## src/rtl/audio_pkg.sv

```systemverilog
// Shared constants and types for the audio output path.
package audio_pkg;

  localparam int unsigned SLOT_BITS     = 32;
  localparam int unsigned FRAME_BITS    = 64;
  localparam int unsigned DEF_DATA_BITS = 20;
  localparam int unsigned DEF_BCLK_DIV  = 16;
  localparam int unsigned DEF_MCLK_DIV  = 4;

  // Word-select meaning of lrck.
  typedef enum logic {
    SLOT_LEFT  = 1'b0,
    SLOT_RIGHT = 1'b1
  } slot_e;

endpackage

```

## src/rtl/i2s_clkgen.sv

```systemverilog
// I2S clock generator: MCLK, BCLK and LRCK plus bit, slot and frame ticks.
module i2s_clkgen
  import audio_pkg::*;
#(
  parameter int unsigned BCLK_DIV = DEF_BCLK_DIV,
  parameter int unsigned MCLK_DIV = DEF_MCLK_DIV
) (
  input  logic clk,
  input  logic reset,
  output logic bclk,
  output logic lrck,
  output logic mclk,
  output logic bit_tick,
  output logic slot_tick,
  output logic frame_tick
);

  localparam int unsigned DW = $clog2(BCLK_DIV);
  localparam int unsigned MW = $clog2(MCLK_DIV);
  localparam logic [DW-1:0] DIV_LAST  = DW'(BCLK_DIV - 1);
  localparam logic [DW-1:0] DIV_HALF  = DW'(BCLK_DIV / 2);
  localparam logic [MW-1:0] MCLK_LAST = MW'(MCLK_DIV - 1);
  localparam logic [MW-1:0] MCLK_HALF = MW'(MCLK_DIV / 2);

  logic [DW-1:0] div_cnt;
  logic [DW-1:0] div_next;
  logic [5:0]    bit_cnt;
  logic [MW-1:0] mclk_cnt;
  logic [MW-1:0] mclk_next;
  slot_e         slot;

  // Next counter values and the tick strobes decoded from the current counts.
  always_comb begin
    bit_tick   = (div_cnt == DIV_LAST);
    slot_tick  = bit_tick && (bit_cnt[4:0] == 5'd31);
    frame_tick = bit_tick && (bit_cnt == 6'd63);
    div_next   = bit_tick ? '0 : div_cnt + DW'(1);
    mclk_next  = (mclk_cnt == MCLK_LAST) ? '0 : mclk_cnt + MW'(1);
  end

  // Counters and registered clock outputs; clocks are decoded from the next
  // count so each clock level lines up with the count it belongs to.
  always_ff @(posedge clk) begin
    if (reset) begin
      div_cnt  <= '0;
      bit_cnt  <= '0;
      mclk_cnt <= '0;
      bclk     <= 1'b0;
      mclk     <= 1'b0;
    end else begin
      div_cnt  <= div_next;
      bclk     <= (div_next >= DIV_HALF);
      mclk_cnt <= mclk_next;
      mclk     <= (mclk_next >= MCLK_HALF);
      if (bit_tick) begin
        bit_cnt <= bit_cnt + 6'd1;
      end
    end
  end

  assign slot = slot_e'(bit_cnt[5]);
  assign lrck = (slot == SLOT_RIGHT);

endmodule

```

## src/rtl/i2s_dac_tx.sv

```systemverilog
// Philips I2S transmitter: latches one mono sample per frame, converts it from
// offset binary to two's complement and sends it in both channel slots.
module i2s_dac_tx
  import audio_pkg::*;
#(
  parameter int unsigned BCLK_DIV  = DEF_BCLK_DIV,
  parameter int unsigned MCLK_DIV  = DEF_MCLK_DIV,
  parameter int unsigned DATA_BITS = DEF_DATA_BITS
) (
  input  logic                 clk,
  input  logic                 reset,
  input  logic [DATA_BITS-1:0] sample_in,
  input  logic                 mute,
  output logic                 sample_strobe,
  output logic                 mclk,
  output logic                 bclk,
  output logic                 lrck,
  output logic                 sdata
);

  localparam int unsigned PAD = SLOT_BITS - DATA_BITS;

  logic                 bit_tick;
  logic                 slot_tick;
  logic                 frame_tick;
  logic [DATA_BITS-1:0] word;
  logic [DATA_BITS-1:0] word_next;
  logic [SLOT_BITS-1:0] shreg;

  i2s_clkgen #(
    .BCLK_DIV (BCLK_DIV),
    .MCLK_DIV (MCLK_DIV)
  ) u_clkgen (
    .clk        (clk),
    .reset      (reset),
    .bclk       (bclk),
    .lrck       (lrck),
    .mclk       (mclk),
    .bit_tick   (bit_tick),
    .slot_tick  (slot_tick),
    .frame_tick (frame_tick)
  );

  // Held word, replaced only on the frame capture cycle (MSB flip = offset
  // binary to two's complement).
  always_comb begin
    word_next = word;
    if (frame_tick) begin
      word_next = mute ? '0 : {~sample_in[DATA_BITS-1], sample_in[DATA_BITS-2:0]};
    end
  end

  // Slot serialiser: at each slot start sdata carries the one-BCLK delay bit
  // (0) and the shifter is preloaded with the word, so the MSB follows next.
  always_ff @(posedge clk) begin
    if (reset) begin
      word  <= '0;
      shreg <= '0;
      sdata <= 1'b0;
    end else begin
      word <= word_next;
      if (bit_tick) begin
        if (slot_tick) begin
          sdata <= 1'b0;
          shreg <= {word_next, {PAD{1'b0}}};
        end else begin
          sdata <= shreg[SLOT_BITS-1];
          shreg <= {shreg[SLOT_BITS-2:0], 1'b0};
        end
      end
    end
  end

  assign sample_strobe = frame_tick;

endmodule

```

## config.mk

```make
export PLATFORM = sky130hd
export DESIGN_NAME = i2s_dac_tx
export DESIGN_NICKNAME = d
export VERILOG_FILES = /design/src/rtl/audio_pkg.sv /design/src/rtl/i2s_clkgen.sv /design/src/rtl/i2s_dac_tx.sv
export SDC_FILE = /design/constraint.sdc
export NUM_CORES = 1
export LEC_CHECK = 0
export CORE_MARGIN = 2
export CORE_UTILIZATION = 54
export DETAILED_ROUTE_END_ITERATION = 8
export GPL_TIMING_DRIVEN = 1
export PLACE_DENSITY = 0.9
export SKIP_LAST_GASP = 1
export SLEW_MARGIN = 15
export SYNTH_ARGS = -nofsm -noshare
export SYNTH_HDL_FRONTEND = slang
export SYNTH_SLANG_ARGS = --single-unit
```

## constraint.sdc

```tcl
create_clock -name clk -period 1.95 [get_ports clk]
set_clock_uncertainty 0.05 [all_clocks]
set_input_delay 0.39 -clock clk [delete_from_list [all_inputs] [get_ports clk]]
set_output_delay 0.39 -clock clk [all_outputs]
set_load 0.05 [all_outputs]
```

* Word level (Yosys, flattened, before mapping)
Cells that the tools add are included.
** Operators by class
- Add/subtract/negate cells :: 3
- Order comparisons :: 2
- Equal/unequal tests :: 4
- Muxes and demuxes :: 6
- Bitwise gates (word level) :: 1
- Reductions and logical operators :: 2
** Operators by type and width (number)
- 20-bit two-way mux :: 2
- 32-bit two-way mux :: 1
- 6-bit by 1-bit adder with 6-bit output, second input constant :: 1
- 6-bit == test, second input constant :: 1
- 5-bit == test, second input constant :: 1
- 4-bit by 1-bit adder with 4-bit output, second input constant :: 1
- 4-bit == test, second input constant :: 1
- 4-bit >= comparator, second input constant :: 1
- 4-bit two-way mux :: 1
- 2-bit by 1-bit adder with 2-bit output, second input constant :: 1
- 2-bit == test, second input constant :: 1
- 2-bit >= comparator, second input constant :: 1
- 1-bit logical AND :: 2
- 2-bit two-way mux :: 1
- 1-bit two-way mux :: 1
- 1-bit inverter :: 1
** Word-level totals
- Register bits after elaboration :: 67
- Bits of input ports :: 23
- Output and inout port bits :: 5
- Logic and storage cells :: 26

* Logic depth before layout (Yosys ltp)
Gate-level depths: netlist (run 1).
- Depth in word-level cells :: 4
- Mapped depth :: 8
- Mapped depth without buffers :: 6

* Cells and area by module
From an unflattened synthesis (run 1), not the netlist that was laid out.
** Unflattened totals
- Cells, all modules :: 216
- Area total of the unflattened synthesis :: 2170.8 um2
** By module, submodules not included
- i2s_dac_tx :: instances 1, cells an instance 165, area an instance 1635.3 um2, seq. area each 820.8 um2
- i2s_clkgen :: instances 1, cells an instance 51, area an instance 535.5 um2, seq. area each 240.2 um2

* Least setup slack after synthesis (run 1)
No wires, ideal clock.
- Path type :: reg-to-reg
- From :: register u_clkgen.bit_cnt[5]
- To :: register shreg[18]
- Setup time :: 0.134 ns
- Arrival :: 1.598 ns
- Required time :: 1.766 ns
- Path slack :: 0.168 ns
- Stages on the path, launching flop included :: 6
- Buffers on the path :: 1
- Period minus slack after synthesis :: 1.782 ns
- Cell sequence :: dfxtp_1 -> nand4_1 -> nor2_4 -> buf_6 -> mux2i_1 -> o22ai_1
** On the way
- Cells in the longest elaborated chain, start to end :: 4
** RTL lines
- start, declared :: RTL line i2s_clkgen.sv:27 : logic [5:0] bit_cnt;
- start signal, assigned :: RTL line i2s_clkgen.sv:56 : bit_cnt <= bit_cnt + 6'd1;
- 6-bit == test :: RTL line i2s_clkgen.sv:36 : frame_tick = bit_tick && (bit_cnt == 6'd63);
- 1-bit logical AND :: RTL line i2s_clkgen.sv:36
- net sample_strobe :: RTL line i2s_dac_tx.sv:14 : output logic sample_strobe,
- 20-bit two-way mux :: RTL line i2s_dac_tx.sv:48 : if (frame_tick) begin
- 32-bit two-way mux :: RTL line i2s_dac_tx.sv:63 : if (slot_tick) begin
- end signal, assigned :: RTL line i2s_dac_tx.sv:65 : shreg <= {word_next, {PAD{1'b0}}};
- end signal, assigned :: RTL line i2s_dac_tx.sv:68 : shreg <= {shreg[SLOT_BITS-2:0], 1'b0};
- end, declared :: RTL line i2s_dac_tx.sv:28 : logic [SLOT_BITS-1:0] shreg;
The timed path passes the listed nets, and every way through them passes these cells.
A chain may end at the register's enable or synchronous reset.

==> metrics.json, run 1 <==
{
  "finalWeightedCongestion": {"value": 0.811},
  "cts.htree.levels": {"value": 2},
  "nFillCells": {"value": 295},
  "vdd_drop_max": {"value": 546, "unit": "uV"},
  "status": {"value": "complete, no violations"},
  "synth_top_area_cell": {"value": "sky130_fd_sc_hd__dfxtp_1"},
  "drive_gt1_share": {"value": 10.0, "unit": "%"},
  "syn2layout_area_growth": {"value": 21.3, "unit": "%"},
  "critical_path_class": {"value": "register to primary output"},
  "synth_seq_area_share": {"value": 48.3, "unit": "%"},
  "dp.final_hpwl": {"value": 2.99, "unit": "mm"},
  "clock_sinks": {"value": 54},
  "endpoint_kind": {"value": "primary output"},
  "layout.cells.most_common_list": {"value": "sky130_fd_sc_hd__dfxtp_1, sky130_fd_sc_hd__nor2_1, sky130_fd_sc_hd__clkdlybuf4s50_1"},
  "tritoncts": {"value": "done"},
  "grt_max_degree": {"value": 23},
  "layout_commonest_cell": {"value": "sky130_fd_sc_hd__dfxtp_1"},
  "antennaDiodeCount": {"value": 0},
  "post_synth.cell_area_avg": {"value": 9.36, "unit": "sq um"},
  "cells_along_the_critical_path": {"value": "clkdlybuf4s50_1"},
  "synth-compound-area-share": {"value": 12.7, "unit": "%"},
  "rsz0062_at_grt": {"value": "yes"},
  "placementRows": {"value": 23},
  "first_pass_grt_wire_length": {"value": 7.12, "unit": "mm"},
  "critical_path_cell_count": {"value": 1},
  "die_width": {"value": 68.3, "unit": "um"},
  "worst_slew_pin_slew": {"value": 0.501, "unit": "ns"},
  "crit_family": {"value": "buffers and inverters"},
  "critPathBufInv": {"value": 1},
  "maximum_fanout_encountered_on_the_critical_timing_path": {"value": 2},
  "congestion_overflow_gr": {"value": 0},
  "report.final.setup_viol": {"value": 0},
  "insertion_delay": {"value": 0.30, "unit": "ns"},
  "final_hold_viol_count": {"value": 0},
  "via_count_of_the_first_global_routing_pass": {"value": 1581},
  "worst_hold_path_type": {"value": "register to register"},
  "cp.arrival": {"value": 1.46, "unit": "ns"},
  "setup.worst_path.start_class": {"value": "register"},
  "final_net_count": {"value": 296},
  "main_combinational_cell_family_by_area_after_synthesis": {"value": "simple AND/OR/NAND/NOR gates"},
  "die_span_in_y": {"value": 68.3, "unit": "um"},
  "syn-num-nets": {"value": 266},
  "whs_path_depth": {"value": 1},
  "synth_mux_area_share": {"value": 8.95, "unit": "%"},
  "post-route-period-util": {"value": 97.3, "unit": "%"},
  "worst_slew_slack_as_a_fraction_of_its_limit": {"value": 66.5, "unit": "%"},
  "vias_per_cell": {"value": 5.38},
  "drc": {"value": 0},
  "report.final.slew_viol_count": {"value": 0},
  "final_period_minus_worst_setup_slack": {"value": 1.90, "unit": "ns"},
  "initial_drt_pass_iterations": {"value": 4},
  "whs": {"value": 0.389, "unit": "ns"},
  "peak_freq": {"value": 0.527, "unit": "GHz"},
  "power.leakage": {"value": 0.945, "unit": "nW"},
  "max-cap-violations": {"value": 0},
  "synth_simple_gate_area_share": {"value": 21.7, "unit": "%"},
  "cts_buffer_depth": {"value": 2},
  "post_synthesis_cell_type_count": {"value": 27},
  "drt-wirelength-per-cell": {"value": 13.5, "unit": "um"},
  "postSynthRegisterBits": {"value": 54},
  "ys.warnings.count": {"value": 0},
  "data_required_time_at_the_worst_endpoint": {"value": 1.51, "unit": "ns"},
  "path_clk_slew": {"value": 0.09, "unit": "ns"},
  "detailroute.via_count": {"value": 1720},
  "total_core_area": {"value": 0.00400, "unit": "sq mm"},
  "io_buffers": {"value": 27},
  "root_buffer": {"value": "sky130_fd_sc_hd__clkbuf_8"},
  "synth_xor_xnor_area_share": {"value": 1.96, "unit": "%"},
  "cts_inserted_buffers": {"value": 5},
  "powerDensity": {"value": 692, "unit": "mW/mm^2"},
  "postRouteAntennaNets": {"value": 0},
  "grt_usage": {"value": 20.6, "unit": "%"},
  "fp.dieArea": {"value": 0.00467, "unit": "sq mm"},
  "max_stage_delay": {"value": 0.80, "unit": "ns"},
  "num_io_pins": {"value": 28},
  "start_util": {"value": 55.9, "unit": "%"},
  "post_synth_inst_count": {"value": 239},
  "post_synth_instance_area": {"value": 0.00224, "unit": "sq mm"},
  "final_core_utilization": {"value": 67.8, "unit": "%"},
  "crit_path_top_delay_cell": {"value": "sky130_fd_sc_hd__clkdlybuf4s50_1"},
  "post-place-cells": {"value": 312},
  "synth.area.top_cells": {"value": "sky130_fd_sc_hd__dfxtp_1, sky130_fd_sc_hd__mux2i_1, sky130_fd_sc_hd__nor2b_1, sky130_fd_sc_hd__nor3b_1, sky130_fd_sc_hd__a21oi_1"},
  "ctsHoldBuffers": {"value": 0},
  "post_synth_fa_ha_maj_area_fraction": {"value": 2.24, "unit": "%"},
  "number_of_antenna_violations_at_the_first_check_in_global_routing": {"value": 0},
  "final_cells": {"value": 320},
  "timing.reg2reg.worst_path_depth": {"value": 6},
  "netlist.area_leader.share": {"value": 48.3, "unit": "%"},
  "postRouteWirelength": {"value": 4.31, "unit": "mm"},
  "detail_route.iter0.violations": {"value": 105}
}
[cells in the mapped netlist]
master / count
sky130_fd_sc_hd__nor2b_1: 21
sky130_fd_sc_hd__nand3b_1: 2
sky130_fd_sc_hd__a31oi_1: 4
sky130_fd_sc_hd__nor3_1: 2
sky130_fd_sc_hd__nor2_1: 27
sky130_fd_sc_hd__nand4_2: 1
sky130_fd_sc_hd__xnor2_1: 2
sky130_fd_sc_hd__buf_2: 1
sky130_fd_sc_hd__and3_1: 3
sky130_fd_sc_hd__nand4_1: 2
sky130_fd_sc_hd__o21ai_0: 6
sky130_fd_sc_hd__nor2_4: 1
sky130_fd_sc_hd__a21o_1: 4
sky130_fd_sc_hd__xor2_1: 3
sky130_fd_sc_hd__buf_4: 1
sky130_fd_sc_hd__mux2i_1: 20
sky130_fd_sc_hd__a21oi_1: 21
sky130_fd_sc_hd__inv_1: 1
sky130_fd_sc_hd__ha_1: 4
sky130_fd_sc_hd__nand4b_1: 1
sky130_fd_sc_hd__dfxtp_1: 54
sky130_fd_sc_hd__o22ai_1: 15
sky130_fd_sc_hd__nand3_2: 1
sky130_fd_sc_hd__clkbuf_1: 14
sky130_fd_sc_hd__buf_6: 2
sky130_fd_sc_hd__nor3b_1: 15
sky130_fd_sc_hd__nand2_1: 11
[through the flow]
| stage | setup TNS [ns] | setup WS [ns] | power [mW] | area (sq um) |
|---|---|---|---|---|
| final | 0 | 0.0526 | 1.88 | 2710 |
| after global routing | -0.00319 | -0.00319 | 1.95 | 2710 |
| after CTS | 0 | 0.00526 | 1.89 | 2700 |
| after detailed placement | 0 | 0.125 | 1.27 | 2610 |
| after global placement | 0 | 0.220 | 1.27 | 2610 |
| after floorplan | 0 | 0.168 | 1.21 | 2240 |
[flip-flops by register name, summed over array words and instances (netlist names)]
signal	flops
shreg	20
word	20
u_clkgen.bit_cnt	6
u_clkgen.div_cnt	4
u_clkgen.mclk_cnt	2
sdata	1
u_clkgen.bclk	1
[routing by layer]
metal / vias to the layer above / track usage, % / part of all wire [%] / routed length (um)
met5: - / 0 / 0 / 0
met1: 799 / 26.9 / 45 / 1960
li1: 890 / - / - / -
met3: 6 / 5.43 / 3.1 / 132
met2: 25 / 32.9 / 50 / 2170
met4: 0 / 6.75 / 1.2 / 52
[worst register-to-register path, delay by kind of cell (launching register included)]
kind            cells  cell delay [ns]
flops               1             0.43
simple gates        2             0.35
buf+inv             1             0.19
mux                 1             0.30
fa+ha+maj           1             0.20
compound gates      1             0.11
[repair_timing]
action,CTS,global route
setup endpoints to repair,1,2
resized for setup,1,2
pin swaps,0,1
endpoints found under the hold margin,0,0
buffers inserted,0,0
[path summary, 6_finish.rpt]
check	start	end	slack, ns
worst min register to register	u_clkgen.mclk_cnt[0]$_SDFF_PP0_	u_clkgen.mclk_cnt[0]$_SDFF_PP0_	0.39
worst min-delay path	u_clkgen.mclk_cnt[0]$_SDFF_PP0_	u_clkgen.mclk_cnt[0]$_SDFF_PP0_	0.39
worst max register to register	u_clkgen.div_cnt[0]$_SDFF_PP0_	shreg[26]$_SDFFE_PP0N_	0.21
worst max-delay path	u_clkgen.mclk_cnt[1]$_SDFF_PP0_	mclk	0.05
[kinds of logic after synthesis]
logic type               Yosys count
AO/OA/AOI/OAI                     50
multiplexers                      20
adder cells (fa/ha/maj)            4
flip-flops                        54
XOR/XNOR                           5
AND/OR/NAND/NOR                   87
buffers and inverters             19
[report_power, final]
group	leakage, nW	internal [mW]	switching (mW)
sequential	0.436	1.11	0.0108
combinational	0.460	0.0725	0.0538
clock	0.0482	0.287	0.341
total	0.945	1.47	0.406
[layout make-up]
type | count | area [sq um] | share of cell area, %
Inverter | 1 | 3.75 | 0.138
Clock inverter | 1 | 5.00 | 0.185
Tap cell | 50 | 62.6 | 2.31
Clock buffer | 7 | 86.3 | 3.18
Timing Repair Buffer | 41 | 398 | 14.7
Multi-Input combinational cell | 166 | 1080 | 39.7
Sequential cell | 54 | 1080 | 39.9
(Power assumes the default switching activity.)
==> inputs of run 2 (changes only) <==
--- a/config.mk
+++ b/config.mk
@@ -6,10 +6,10 @@
 export NUM_CORES = 1
 export LEC_CHECK = 0
 export CORE_MARGIN = 2
-export CORE_UTILIZATION = 54
+export CORE_UTILIZATION = 45
 export DETAILED_ROUTE_END_ITERATION = 8
 export GPL_TIMING_DRIVEN = 1
-export PLACE_DENSITY = 0.9
+export PLACE_DENSITY = 0.79
 export SKIP_LAST_GASP = 1
 export SLEW_MARGIN = 15
 export SYNTH_ARGS = -nofsm -noshare
==> metrics.json, run 2 (same netlist as run 1, synthesis figures left out) <==
{
  "status": {"value": "complete, no violations"},
  "cts_inserted_buffers": {"value": 5},
  "total_core_area": {"value": 0.00475, "unit": "sq mm"},
  "congestion_overflow_gr": {"value": 0},
  "layout.cells.most_common_list": {"value": "sky130_fd_sc_hd__dfxtp_1, sky130_fd_sc_hd__nor2_1, sky130_fd_sc_hd__clkdlybuf4s50_1"},
  "io_buffers": {"value": 27},
  "die_width": {"value": 74.5, "unit": "um"},
  "powerDensity": {"value": 673, "unit": "mW/mm^2"},
  "placementRows": {"value": 25},
  "whs_endpoint": {"value": "u_clkgen.mclk_cnt[0]$_SDFF_PP0_"},
  "worst_slew_pin_slew": {"value": 0.498, "unit": "ns"},
  "initial_drt_pass_iterations": {"value": 4},
  "worst_setup_margin": {"value": 0.0724, "unit": "ns"},
  "tritoncts": {"value": "done"},
  "grt_max_degree": {"value": 38},
  "final_net_count": {"value": 297},
  "first_pass_grt_wire_length": {"value": 7.27, "unit": "mm"},
  "cp.arrival": {"value": 1.44, "unit": "ns"},
  "postRouteAntennaNets": {"value": 0},
  "worst_hold_path_type": {"value": "register to register"},
  "reg_to_reg_end": {"value": "shreg[31]$_SDFFE_PP0N_"},
  "vdd_drop_max": {"value": 485, "unit": "uV"},
  "fp.dieArea": {"value": 0.00555, "unit": "sq mm"},
  "cells_along_the_critical_path": {"value": "ha_4 > nand4_2 > nor2_4 > buf_12 > buf_12"},
  "drt-wirelength-per-cell": {"value": 12.4, "unit": "um"},
  "dp.final_hpwl": {"value": 2.57, "unit": "mm"},
  "timing.reg2reg.worst_path_depth": {"value": 7},
  "start_util": {"value": 47.0, "unit": "%"},
  "root_buffer": {"value": "sky130_fd_sc_hd__clkbuf_8"},
  "whs_path_depth": {"value": 1},
  "report.final.slew_viol_count": {"value": 0},
  "max_stage_delay": {"value": 0.38, "unit": "ns"},
  "place_area": {"value": 0.00260, "unit": "sq mm"},
  "antennaDiodeCount": {"value": 0},
  "via_count_of_the_first_global_routing_pass": {"value": 1655},
  "rsz0062_at_grt": {"value": "yes"},
  "detailroute.via_count": {"value": 1695},
  "worst_slew_slack_as_a_fraction_of_its_limit": {"value": 66.7, "unit": "%"},
  "final_hold_viol_count": {"value": 0},
  "nFillCells": {"value": 442},
  "reg2reg_slack": {"value": 0.14, "unit": "ns"},
  "die_span_in_y": {"value": 74.5, "unit": "um"},
  "drc": {"value": 0},
  "post-route-period-util": {"value": 96.3, "unit": "%"},
  "finalWeightedCongestion": {"value": 0.765},
  "critical_path_class": {"value": "register to primary output"},
  "cts_buffer_depth": {"value": 2},
  "syn2layout_area_growth": {"value": 24.5, "unit": "%"},
  "endpoint_kind": {"value": "primary output"},
  "postRouteWirelength": {"value": 4.20, "unit": "mm"},
  "place_ws": {"value": 0.155, "unit": "ns"},
  "path_clk_slew": {"value": 0.09, "unit": "ns"},
  "setup.worst_path.start_class": {"value": "register"},
  "vias_per_cell": {"value": 5.01},
  "cts.htree.levels": {"value": 2},
  "report.final.setup_viol": {"value": 0},
  "cp_common_cell": {"value": "sky130_fd_sc_hd__buf_12"},
  "number_of_antenna_violations_at_the_first_check_in_global_routing": {"value": 0},
  "hp-start": {"value": "u_clkgen.mclk_cnt[0]$_SDFF_PP0_"},
  "detail_route.iter0.violations": {"value": 72},
  "max-cap-violations": {"value": 0},
  "power.leakage": {"value": 0.984, "unit": "nW"},
  "layout_commonest_cell": {"value": "sky130_fd_sc_hd__dfxtp_1"},
  "ctsHoldBuffers": {"value": 0},
  "insertion_delay": {"value": 0.30, "unit": "ns"},
  "rr_startpoint": {"value": "u_clkgen.div_cnt[0]$_SDFF_PP0_"},
  "clock_sinks": {"value": 54},
  "reg_top3": {"value": "shreg x20, word x20, u_clkgen.bit_cnt x6"},
  "num_io_pins": {"value": 28},
  "final_period_minus_worst_setup_slack": {"value": 1.88, "unit": "ns"},
  "drive_gt1_share": {"value": 11.8, "unit": "%"},
  "maximum_fanout_encountered_on_the_critical_timing_path": {"value": 5},
  "crit_path_top_delay_cell": {"value": "sky130_fd_sc_hd__dfxtp_4"},
  "grt_usage": {"value": 17.0, "unit": "%"},
  "finalInstanceArea": {"value": 0.00278, "unit": "sq mm"},
  "data_required_time_at_the_worst_endpoint": {"value": 1.51, "unit": "ns"},
  "peak_freq": {"value": 0.533, "unit": "GHz"}
}
[run 2: changes by cell type in the layout (fill, tap and decap cells not counted), sizes merged]
cell | previous run | this run
dlymetal6s2s | 1 | 2
buf | 16 | 17
clkdlybuf4s50 | 24 | 22
bufbuf | 0 | 1
[run 2: worst max path at each step]
stage,startpoint,to,slack [ns]
after floorplan,u_clkgen.bit_cnt[5]$_SDFFE_PP0N_,shreg[18]$_SDFFE_PP0N_,0.17
after global placement,u_clkgen.div_cnt[0]$_SDFF_PP0_,sample_strobe,0.20
after detailed placement,u_clkgen.div_cnt[0]$_SDFF_PP0_,shreg[27]$_SDFFE_PP0N_,0.15
after CTS,u_clkgen.div_cnt[1]$_SDFF_PP0_,sample_strobe,0.01
after global routing,u_clkgen.div_cnt[0]$_SDFF_PP0_,sample_strobe,-0.005
final,u_clkgen.div_cnt[0]$_SDFF_PP0_,sample_strobe,0.07
[run 2: power by group]
group / internal [mW] / switching, mW
combinational: 0.0710 / 0.0532
sequential: 1.11 / 0.0106
clock: 0.287 / 0.338
[run 2: per-layer routing]
metal / wire (um) / track usage, % / part of all wire [%]
met1: 1980 / 21.8 / 47
met2: 2030 / 28.1 / 48
met3: 173 / 5.42 / 4.1
met4: 15 / 3.97 / 0.36
met5: 0 / 0 / 0
[run 2: final cells by class]
class	instances	area (sq um)	share of cell area (%)
multi-input combinational	166	1080	38.7
tap	67	83.8	3.01
clock inverter	1	5.00	0.180
clock buffer	7	86.3	3.10
sequential	54	1090	39.1
timing repair buffer	42	440	15.8
inverter	1	3.75	0.135
[run 2: worst max-delay path, delay by kind of cell, from the launching register on]
family	cells	cell delay [ns]
fa+ha+maj	1	0.17
buf+inv	2	0.25
simple gates	2	0.33
flops	1	0.38
[run 2: stage by stage]
stage	utilization [%]	instances	power (mW)	hold slack, ns	setup TNS, ns
finish	58.5	338	1.87	0.387	0
global route	58.5	338	1.95	0.413	-0.00530
CTS	57.7	334	1.89	0.392	0
detailed placement	54.6	324	1.27	0.375	0
global placement	54.6	324	1.27	0.363	0
floorplan	-	239	1.21	0.353	0
[run 2: repair_timing]
| action | in CTS | in global routing |
|---|---|---|
| buffers inserted | 1 | 4 |
| endpoints found under the setup margin | 1 | 5 |
| pin swaps | 1 | 1 |
| cloned | 1 | 0 |
| resized for setup | 3 | 5 |
